--- src/rtl/bus_direction_arbiter_if.sv ---
// Bus direction arbiter handshake bundle.
// Requests, grants, inbound handshake, outbound drive, beat indices.
interface bus_direction_arbiter_if #(
  parameter int IDX_W = 3
);
  logic             rd_req;
  logic             rd_grant;
  logic             rd_done;
  logic             wr_req;
  logic             wr_grant;
  logic             wr_done;
  logic             bus_valid;
  logic             bus_ready;
  logic             driving_busses;
  logic             output_valid;
  logic [IDX_W-1:0] rd_beat_idx;
  logic [IDX_W-1:0] wr_beat_idx;
  logic             busy;

  modport master (
    input  rd_req, wr_req, bus_valid,
    output rd_grant, rd_done, wr_grant, wr_done,
    output bus_ready, driving_busses, output_valid,
    output rd_beat_idx, wr_beat_idx, busy
  );

  modport slave (
    output rd_req, wr_req, bus_valid,
    input  rd_grant, rd_done, wr_grant, wr_done,
    input  bus_ready, driving_busses, output_valid,
    input  rd_beat_idx, wr_beat_idx, busy
  );
endinterface

--- src/rtl/bus_direction_arbiter.sv ---
// Shares one bidirectional bus between read and write bursts.
// Round-robin burst grants with turnaround dead cycles.
module bus_direction_arbiter #(
  parameter int RD_BURST          = 6,
  parameter int WR_BURST          = 6,
  parameter int TURNAROUND_CYCLES = 1,
  parameter int IDX_W             = 3
) (
  input logic clk,
  input logic arst_n_in,
  bus_direction_arbiter_if.master bus
);

  localparam int TW =
    (TURNAROUND_CYCLES > 1) ? $clog2(TURNAROUND_CYCLES) : 1;

  typedef enum logic [1:0] {
    IDLE, TURN, READ, WRITE
  } state_t;

  typedef enum logic {
    DIR_RD, DIR_WR
  } dir_t;

  state_t           state_q, state_d;
  dir_t             last_dir_q, last_dir_d;
  dir_t             last_grant_q, last_grant_d;
  dir_t             pending_q, pending_d;
  dir_t             sel;
  logic [TW-1:0]    turn_cnt_q, turn_cnt_d;
  logic [IDX_W-1:0] rd_cnt_q, rd_cnt_d;
  logic [IDX_W-1:0] wr_cnt_q, wr_cnt_d;

  // State and counter registers, synchronous active-low reset
  always_ff @(posedge clk) begin
    if (!arst_n_in) begin
      state_q      <= IDLE;
      last_dir_q   <= DIR_RD;
      last_grant_q <= DIR_WR;
      pending_q    <= DIR_RD;
      turn_cnt_q   <= '0;
      rd_cnt_q     <= '0;
      wr_cnt_q     <= '0;
    end else begin
      state_q      <= state_d;
      last_dir_q   <= last_dir_d;
      last_grant_q <= last_grant_d;
      pending_q    <= pending_d;
      turn_cnt_q   <= turn_cnt_d;
      rd_cnt_q     <= rd_cnt_d;
      wr_cnt_q     <= wr_cnt_d;
    end
  end

  // Arbitration, turnaround, beat counting and bus outputs
  always_comb begin
    state_d            = state_q;
    last_dir_d         = last_dir_q;
    last_grant_d       = last_grant_q;
    pending_d          = pending_q;
    turn_cnt_d         = turn_cnt_q;
    rd_cnt_d           = rd_cnt_q;
    wr_cnt_d           = wr_cnt_q;
    sel                = DIR_RD;
    bus.rd_grant       = 1'b0;
    bus.rd_done        = 1'b0;
    bus.wr_grant       = 1'b0;
    bus.wr_done        = 1'b0;
    bus.bus_ready      = 1'b0;
    bus.driving_busses = 1'b0;
    bus.output_valid   = 1'b0;
    bus.rd_beat_idx    = '0;
    bus.wr_beat_idx    = '0;
    bus.busy           = (state_q != IDLE);

    unique case (state_q)
      IDLE: begin
        if (bus.rd_req && bus.wr_req)
          sel = (last_grant_q == DIR_RD) ? DIR_WR : DIR_RD;
        else
          sel = bus.wr_req ? DIR_WR : DIR_RD;
        if (arst_n_in && (bus.rd_req || bus.wr_req)) begin
          bus.rd_grant = (sel == DIR_RD);
          bus.wr_grant = (sel == DIR_WR);
          last_grant_d = sel;
          if (sel == last_dir_q) begin
            state_d = (sel == DIR_WR) ? WRITE : READ;
          end else begin
            state_d    = TURN;
            pending_d  = sel;
            turn_cnt_d = '0;
          end
        end
      end
      TURN: begin
        turn_cnt_d = turn_cnt_q + TW'(1);
        if (turn_cnt_q == TW'(TURNAROUND_CYCLES - 1)) begin
          turn_cnt_d = '0;
          last_dir_d = pending_q;
          state_d    = (pending_q == DIR_WR) ? WRITE : READ;
        end
      end
      READ: begin
        bus.bus_ready   = 1'b1;
        bus.rd_beat_idx = rd_cnt_q;
        if (bus.bus_valid) begin
          rd_cnt_d = rd_cnt_q + IDX_W'(1);
          if (rd_cnt_q == IDX_W'(RD_BURST - 1)) begin
            bus.rd_done = arst_n_in;
            rd_cnt_d    = '0;
            state_d     = IDLE;
          end
        end
      end
      WRITE: begin
        bus.driving_busses = 1'b1;
        bus.output_valid   = 1'b1;
        bus.wr_beat_idx    = wr_cnt_q;
        wr_cnt_d           = wr_cnt_q + IDX_W'(1);
        if (wr_cnt_q == IDX_W'(WR_BURST - 1)) begin
          bus.wr_done = arst_n_in;
          wr_cnt_d    = '0;
          state_d     = IDLE;
        end
      end
      default: state_d = IDLE;
    endcase
  end

endmodule

--- src/flat_wrapper.sv ---
// flat-port wrapper written by rule: the top's interface ports become plain ports
module bus_direction_arbiter_flat 
#(
  parameter int RD_BURST          = 6,
  parameter int WR_BURST          = 6,
  parameter int TURNAROUND_CYCLES = 1,
  parameter int IDX_W             = 3
)
  (clk, arst_n_in, bus_rd_req, bus_wr_req, bus_bus_valid, bus_rd_grant, bus_rd_done, bus_wr_grant, bus_wr_done, bus_bus_ready, bus_driving_busses, bus_output_valid, bus_rd_beat_idx, bus_wr_beat_idx, bus_busy);
  bus_direction_arbiter_if #(.IDX_W(IDX_W)) bus_i ();
  input logic clk;
  input logic arst_n_in;
  input wire logic [$bits(bus_i.rd_req)-1:0] bus_rd_req;
  input wire logic [$bits(bus_i.wr_req)-1:0] bus_wr_req;
  input wire logic [$bits(bus_i.bus_valid)-1:0] bus_bus_valid;
  output wire logic [$bits(bus_i.rd_grant)-1:0] bus_rd_grant;
  output wire logic [$bits(bus_i.rd_done)-1:0] bus_rd_done;
  output wire logic [$bits(bus_i.wr_grant)-1:0] bus_wr_grant;
  output wire logic [$bits(bus_i.wr_done)-1:0] bus_wr_done;
  output wire logic [$bits(bus_i.bus_ready)-1:0] bus_bus_ready;
  output wire logic [$bits(bus_i.driving_busses)-1:0] bus_driving_busses;
  output wire logic [$bits(bus_i.output_valid)-1:0] bus_output_valid;
  output wire logic [$bits(bus_i.rd_beat_idx)-1:0] bus_rd_beat_idx;
  output wire logic [$bits(bus_i.wr_beat_idx)-1:0] bus_wr_beat_idx;
  output wire logic [$bits(bus_i.busy)-1:0] bus_busy;
  assign bus_i.rd_req = bus_rd_req;
  assign bus_i.wr_req = bus_wr_req;
  assign bus_i.bus_valid = bus_bus_valid;
  assign bus_rd_grant = bus_i.rd_grant;
  assign bus_rd_done = bus_i.rd_done;
  assign bus_wr_grant = bus_i.wr_grant;
  assign bus_wr_done = bus_i.wr_done;
  assign bus_bus_ready = bus_i.bus_ready;
  assign bus_driving_busses = bus_i.driving_busses;
  assign bus_output_valid = bus_i.output_valid;
  assign bus_rd_beat_idx = bus_i.rd_beat_idx;
  assign bus_wr_beat_idx = bus_i.wr_beat_idx;
  assign bus_busy = bus_i.busy;
  bus_direction_arbiter #(.RD_BURST(RD_BURST), .WR_BURST(WR_BURST), .TURNAROUND_CYCLES(TURNAROUND_CYCLES), .IDX_W(IDX_W)) u_core (.clk(clk), .arst_n_in(arst_n_in), .bus(bus_i));
endmodule
--- config.mk ---
export PLATFORM = sky130hd
export DESIGN_NAME = bus_direction_arbiter_flat
export DESIGN_NICKNAME = d
export VERILOG_FILES = /design/src/rtl/bus_direction_arbiter_if.sv /design/src/rtl/bus_direction_arbiter.sv /design/src/flat_wrapper.sv
export SDC_FILE = /design/constraint.sdc
export NUM_CORES = 1
export LEC_CHECK = 0
export ABC_AREA = 0
export ABC_CLOCK_PERIOD_IN_PS = 1500
export BUFFER_PORTS_ARGS = -buffer_cell sky130_fd_sc_hd__buf_2
export CORE_AREA = 2 2 67 44
export DETAILED_ROUTE_END_ITERATION = 6
export DIE_AREA = 0 0 69 46
export PLACE_DENSITY = 0.53
export RECOVER_POWER = 25
export SYNTH_ARGS = -nofsm -noshare
export SYNTH_HDL_FRONTEND = slang
export SYNTH_SLANG_ARGS = --single-unit
--- constraint.sdc ---
create_clock -name clk -period 1.5 [get_ports clk]
set_input_delay 0 -clock clk [delete_from_list [all_inputs] [get_ports clk]]
set_output_delay 0 -clock clk [all_outputs]
set_load 0.005 [all_outputs]
======== After elaboration in Yosys (flattened, before gate mapping) ========
Cells that the tools add are included.
storage, ports and cells
  input port bits ......................... 5
  word-level logic and storage cells ...... 69
  output and inout bits ................... 14
  register bits after elaboration ......... 12
cells by class
  eq/ne operators ......................... 12
  reduce and logical (&&, ||, !) cells .... 12
  muxes and demuxes ....................... 32
  bitwise operators ....................... 3
  add/sub/neg operators ................... 3
operator list
  kind                                                                      count
  1-bit 2-to-1 mux                                                          20
  2-bit 2-to-1 mux                                                          6
  3-bit 2-to-1 mux                                                          4
  2-bit one-hot mux with 4 select lines                                     1
  3-bit by 1-bit adder with 3-bit output (second input constant)            2
  3-bit == test (second input constant)                                     2
  2-bit by 1-bit inequality test with 1-bit output (second input constant)  3
  2-bit inequality test (second input constant)                             3
  2-bit AND reduction                                                       3
  3-bit AND reduction                                                       2
  5-bit AND reduction                                                       1
  2-bit == test (second input constant)                                     2
  2-bit nonzero test                                                        2
  1-bit inverter                                                            3
  2-bit by 1-bit == test with 1-bit output (second input constant)          1
  1-bit logical AND                                                         2
  2-bit logical NOT                                                         1
  1-bit one-hot mux with 2 select lines                                     1
  1-bit adder (second input constant)                                       1
  1-bit == test                                                             1
  1-bit logical OR                                                          1

======== Logic depth before layout (Yosys ltp) ========
  word-level depth ........................ 7
  depth in mapped cells ................... 5
  mapped depth without buffers ............ 5

======== Least setup slack after synthesis ========
OpenSTA, ideal clock, no wires.
  path type ............................... flip-flop to flip-flop
  start ................................... register u_core.last_grant_q
  end ..................................... register u_core.state_q[0]
  data required time ...................... 1.414 ns
  cell stages (with the launch flop) ...... 6
  library setup time ...................... 0.086 ns
  clock period less this slack ............ 1.440 ns
  path slack .............................. 0.060 ns
  arrival time ............................ 1.353 ns
  buffers on the path ..................... 0
  cells stage by stage .................... dfxtp_1 -> a21boi_0 -> inv_1 -> ha_1 -> or3_1 -> a221oi_2
on the way
  cells in the longest elaborated chain, start to end .. 7
  elaborated cells on any way between the ends .. 8
  classes of those cells .................. eq/ne: 1; mux: 7
ends and longest elaborated chain
  item                                               RTL line                                                  RTL
  start, declared                                    bus_direction_arbiter.sv:27                               dir_t last_grant_q, last_grant_d;
  start signal, assigned                             bus_direction_arbiter.sv:47                               last_grant_q <= last_grant_d;
  1-bit 2-to-1 mux (*)                               bus_direction_arbiter.sv:79                               sel = (last_grant_q == DIR_RD) ? DIR_WR : DIR_RD;
  1-bit 2-to-1 mux (*)                               bus_direction_arbiter.sv:78                               if (bus.rd_req && bus.wr_req)
  1-bit 2-to-1 mux (*)                               bus_direction_arbiter.sv:76                               unique case (state_q)
  1-bit 2-to-1 mux or 1-bit == test (tied branches)  bus_direction_arbiter.sv:87, bus_direction_arbiter.sv:86
  2-bit 2-to-1 mux (*)                               bus_direction_arbiter.sv:86                               if (sel == last_dir_q) begin
  2-bit 2-to-1 mux (*)                               bus_direction_arbiter.sv:82                               if (arst_n_in && (bus.rd_req || bus.wr_req)) begin
  2-bit one-hot mux with 4 select lines (*)          bus_direction_arbiter.sv:76
  end signal, assigned                               bus_direction_arbiter.sv:45                               state_q <= state_d;
  end, declared                                      bus_direction_arbiter.sv:25                               state_t state_q, state_d;
Every way passes the cells marked *; elsewhere a longest branch is shown, timed or not. The select of a mux whose other input is x is not followed.
A chain may end at the register's enable or synchronous reset.

======== Final worst setup path ========
Ends and elaborated chain as after synthesis.

==> flow_summary.toml <==
[power]
switching_share_pct = 24.4
comb_power_share_pct = 14.9
power_uw = 725
p_sw_uw = 177
p_seq_share_pct = 45.3
vdd_ir_drop_max_uv = 301
p_int_uw = 548
pwr-share-clk_pct = 39.7
leakagePower_nw = 0.359
powerDensity_mw_per_mm2 = 930

[global_routing]
grt_max_degree = 13
grt_pass1_wl_mm = 2.21
antenna_found_initial = 0
grt_pass1_vias = 504
overflow = 0
grt_usage_pct = 9.10

[yosys]
synth_warnings = 0
synth_seq_cells = 11
syn_avg_cell_area_um2 = 8.40
synth_fp_nets = 79
ys_seq_area_share_pct = 35.9
netlist_area_um2 = 613
syn_inst = 73
synth_cell_type_count = 30

[timing]
fin_crit_ns = 1.37
final-max-slew-violation-count = 0
finalSetupTns_ns = 0
rsz0062_at_grt = "false"
slew_headroom_pct = 81.7
fmax_mhz = 727
hold_violations = 0
skew_ns = 0.00251
setup_violations = 0
tightest_slew_ns = 0.274
post-route-period-util_pct = 91.6

[detailed_routing]
vias_per_cell = 4.36
antenna_left = 0
drc = 0
vias = 558
dr.pass1.iters = 3
wl_per_cell_um = 10.3
initialDrtViolationCount = 20
wirelength_mm = 1.32

[finish]
layout_commonest_cell = "buf_2"
stdcell_count = 128
area_growth_pct = 27.1
drive_gt1_share_pct = 27.7
antenna_cells = 0
final_area_um2 = 779
layout_common_cells = "buf_2 (16), dfxtp_1 (10), nor2_1 (7)"
n_fill_cell = 295
fin_nets = 101

[run]
maxCapViolations = 0

[floorplanning]
rows = 15
die-height_um = 46
die_x_um = 69
core_mm2 = 0.00263
die-area_mm2 = 0.00317
start_util_pct = 23.3
pin_count = 19

[placed_design]
globalplace.congestion = 0.798
portBuffers = 18
dp_cells = 124
dpl-instance-area_um2 = 737
post-dp-hpwl_mm = 1.04

[run_status]
status = "completed"

[critical_path]
crit_fanout = 3
start_kind = "flop"
path_class = "flop to flop"
cp.arrival_ns = 1.52
cp.required_ns = 1.65
endpoint_kind = "flop"

[clocking]
hold_buffers = 0
clkTransAtPathRegs_ns = 0.05
cts_max_level = 1
clkLatencyLatePin_ns = 0.23
clockBufferDepth = 2
root_buffer = "clkbuf_8"
clock-sinks = 11
cts_tree = "done"
cts-buffers-inserted = 3

[worst_hold_path]
hold_class = "input port to flop"
## sequential cells by signal, indices dropped and copies added, names as in the netlist
register and cells:
u_core.rd_cnt_q 3, u_core.wr_cnt_q 3, u_core.state_q 2, u_core.last_dir_q 1, u_core.last_grant_q 1, u_core.pending_q 1
## worst paths after layout
kind	from	endpoint	slack, ns	depth (start not counted)
setup reg to reg	u_core.last_grant_q	u_core.state_q[0]	0.13	5
hold reg to reg	u_core.pending_q	u_core.pending_q	0.49	2
setup / recovery	u_core.last_grant_q	u_core.state_q[0]	0.13	5
hold / removal	arst_n_in	u_core.last_grant_q	0.02	2
## cells in the mapped netlist, drive strengths merged
| cell | n | share of area [%] |
|---|---|---|
| or3b | 1 | 1.4 |
| xnor2 | 1 | 1.4 |
| and3 | 5 | 5.1 |
| and2 | 4 | 4.1 |
| ha | 1 | 2.0 |
| a221oi | 1 | 2.4 |
| and4 | 1 | 1.4 |
| dfxtp | 11 | 36 |
| inv | 6 | 3.7 |
| a21boi | 1 | 1.2 |
| nand2 | 5 | 3.1 |
| a21oi | 5 | 4.1 |
| nor2 | 8 | 5.3 |
| nand3 | 1 | 1.6 |
| nor3 | 1 | 0.82 |
| o21ai | 2 | 1.6 |
| a21bo | 1 | 1.6 |
| a32oi | 1 | 1.4 |
| and4b | 1 | 1.6 |
| buf | 3 | 3.9 |
| xor2 | 1 | 1.4 |
| nand2b | 1 | 1.0 |
| or3 | 2 | 2.0 |
| mux2i | 3 | 4.9 |
| nand3b | 3 | 3.7 |
| nor2b | 3 | 3.1 |
## cell type report
cell class,instances,area [µm²],area share [%]
inverter,6,22.5,2.89
timing repair buffer,20,103,13.2
multi-input combinational,53,345,44.3
sequential,11,221,28.4
tap,34,42.5,5.46
clock buffer,4,45.0,5.78
## layer usage
metal | part of all wire, % | track usage, % | vias up
met3 | 6.5 | 5.53 | 2
met4 | 0.45 | 1.18 | 0
met5 | 0 | 0 | -
met2 | 45 | 14.2 | 12
met1 | 48 | 11.1 | 254
li1 | - | - | 290
## logic make-up after synthesis
logic type | share of synthesized area (%)
AND/OR/NAND/NOR | 34.3
adder cells (fa/ha/maj) | 2.04
AO/OA/AOI/OAI | 12.4
buffers and inverters | 7.55
flip-flops | 35.9
XOR/XNOR | 2.86
multiplexers | 4.90
## power by group through the flow
| stage | Sequential, mW | Combinational, mW | Clock, mW |
|---|---|---|---|
| after floorplan | 0.322 | 0.0848 | 0 |
| after global placement | 0.333 | 0.107 | 0 |
| after detailed placement | 0.334 | 0.109 | 0 |
| after CTS | 0.328 | 0.110 | 0.300 |
| after global routing | 0.333 | 0.122 | 0.325 |
| final | 0.329 | 0.108 | 0.288 |
## timing repair
action	in CTS	in global routing
setup buffers	0	0
endpoints found under the setup margin	0	2
resized for setup	0	3
## worst max-delay path: stages, from the launching register on
cell and delay, ns:
dfxtp_1 0.33, a21boi_2 0.15, inv_1 0.07, ha_1 0.18, or3_1 0.35, a221oi_2 0.20
## metrics by stage
step	hold WS (ns)	setup WS, ns	utilization (%)
global route	0.0257	0.0134	29.7
CTS	0.0210	0.0207	29.8
global placement	0.263	0.0991	28.0
finish	0.0213	0.125	29.7
floorplan	0.0800	0.0604	-
detailed placement	0.264	0.0327	28.0
Power figures use the tool's default switching activity.
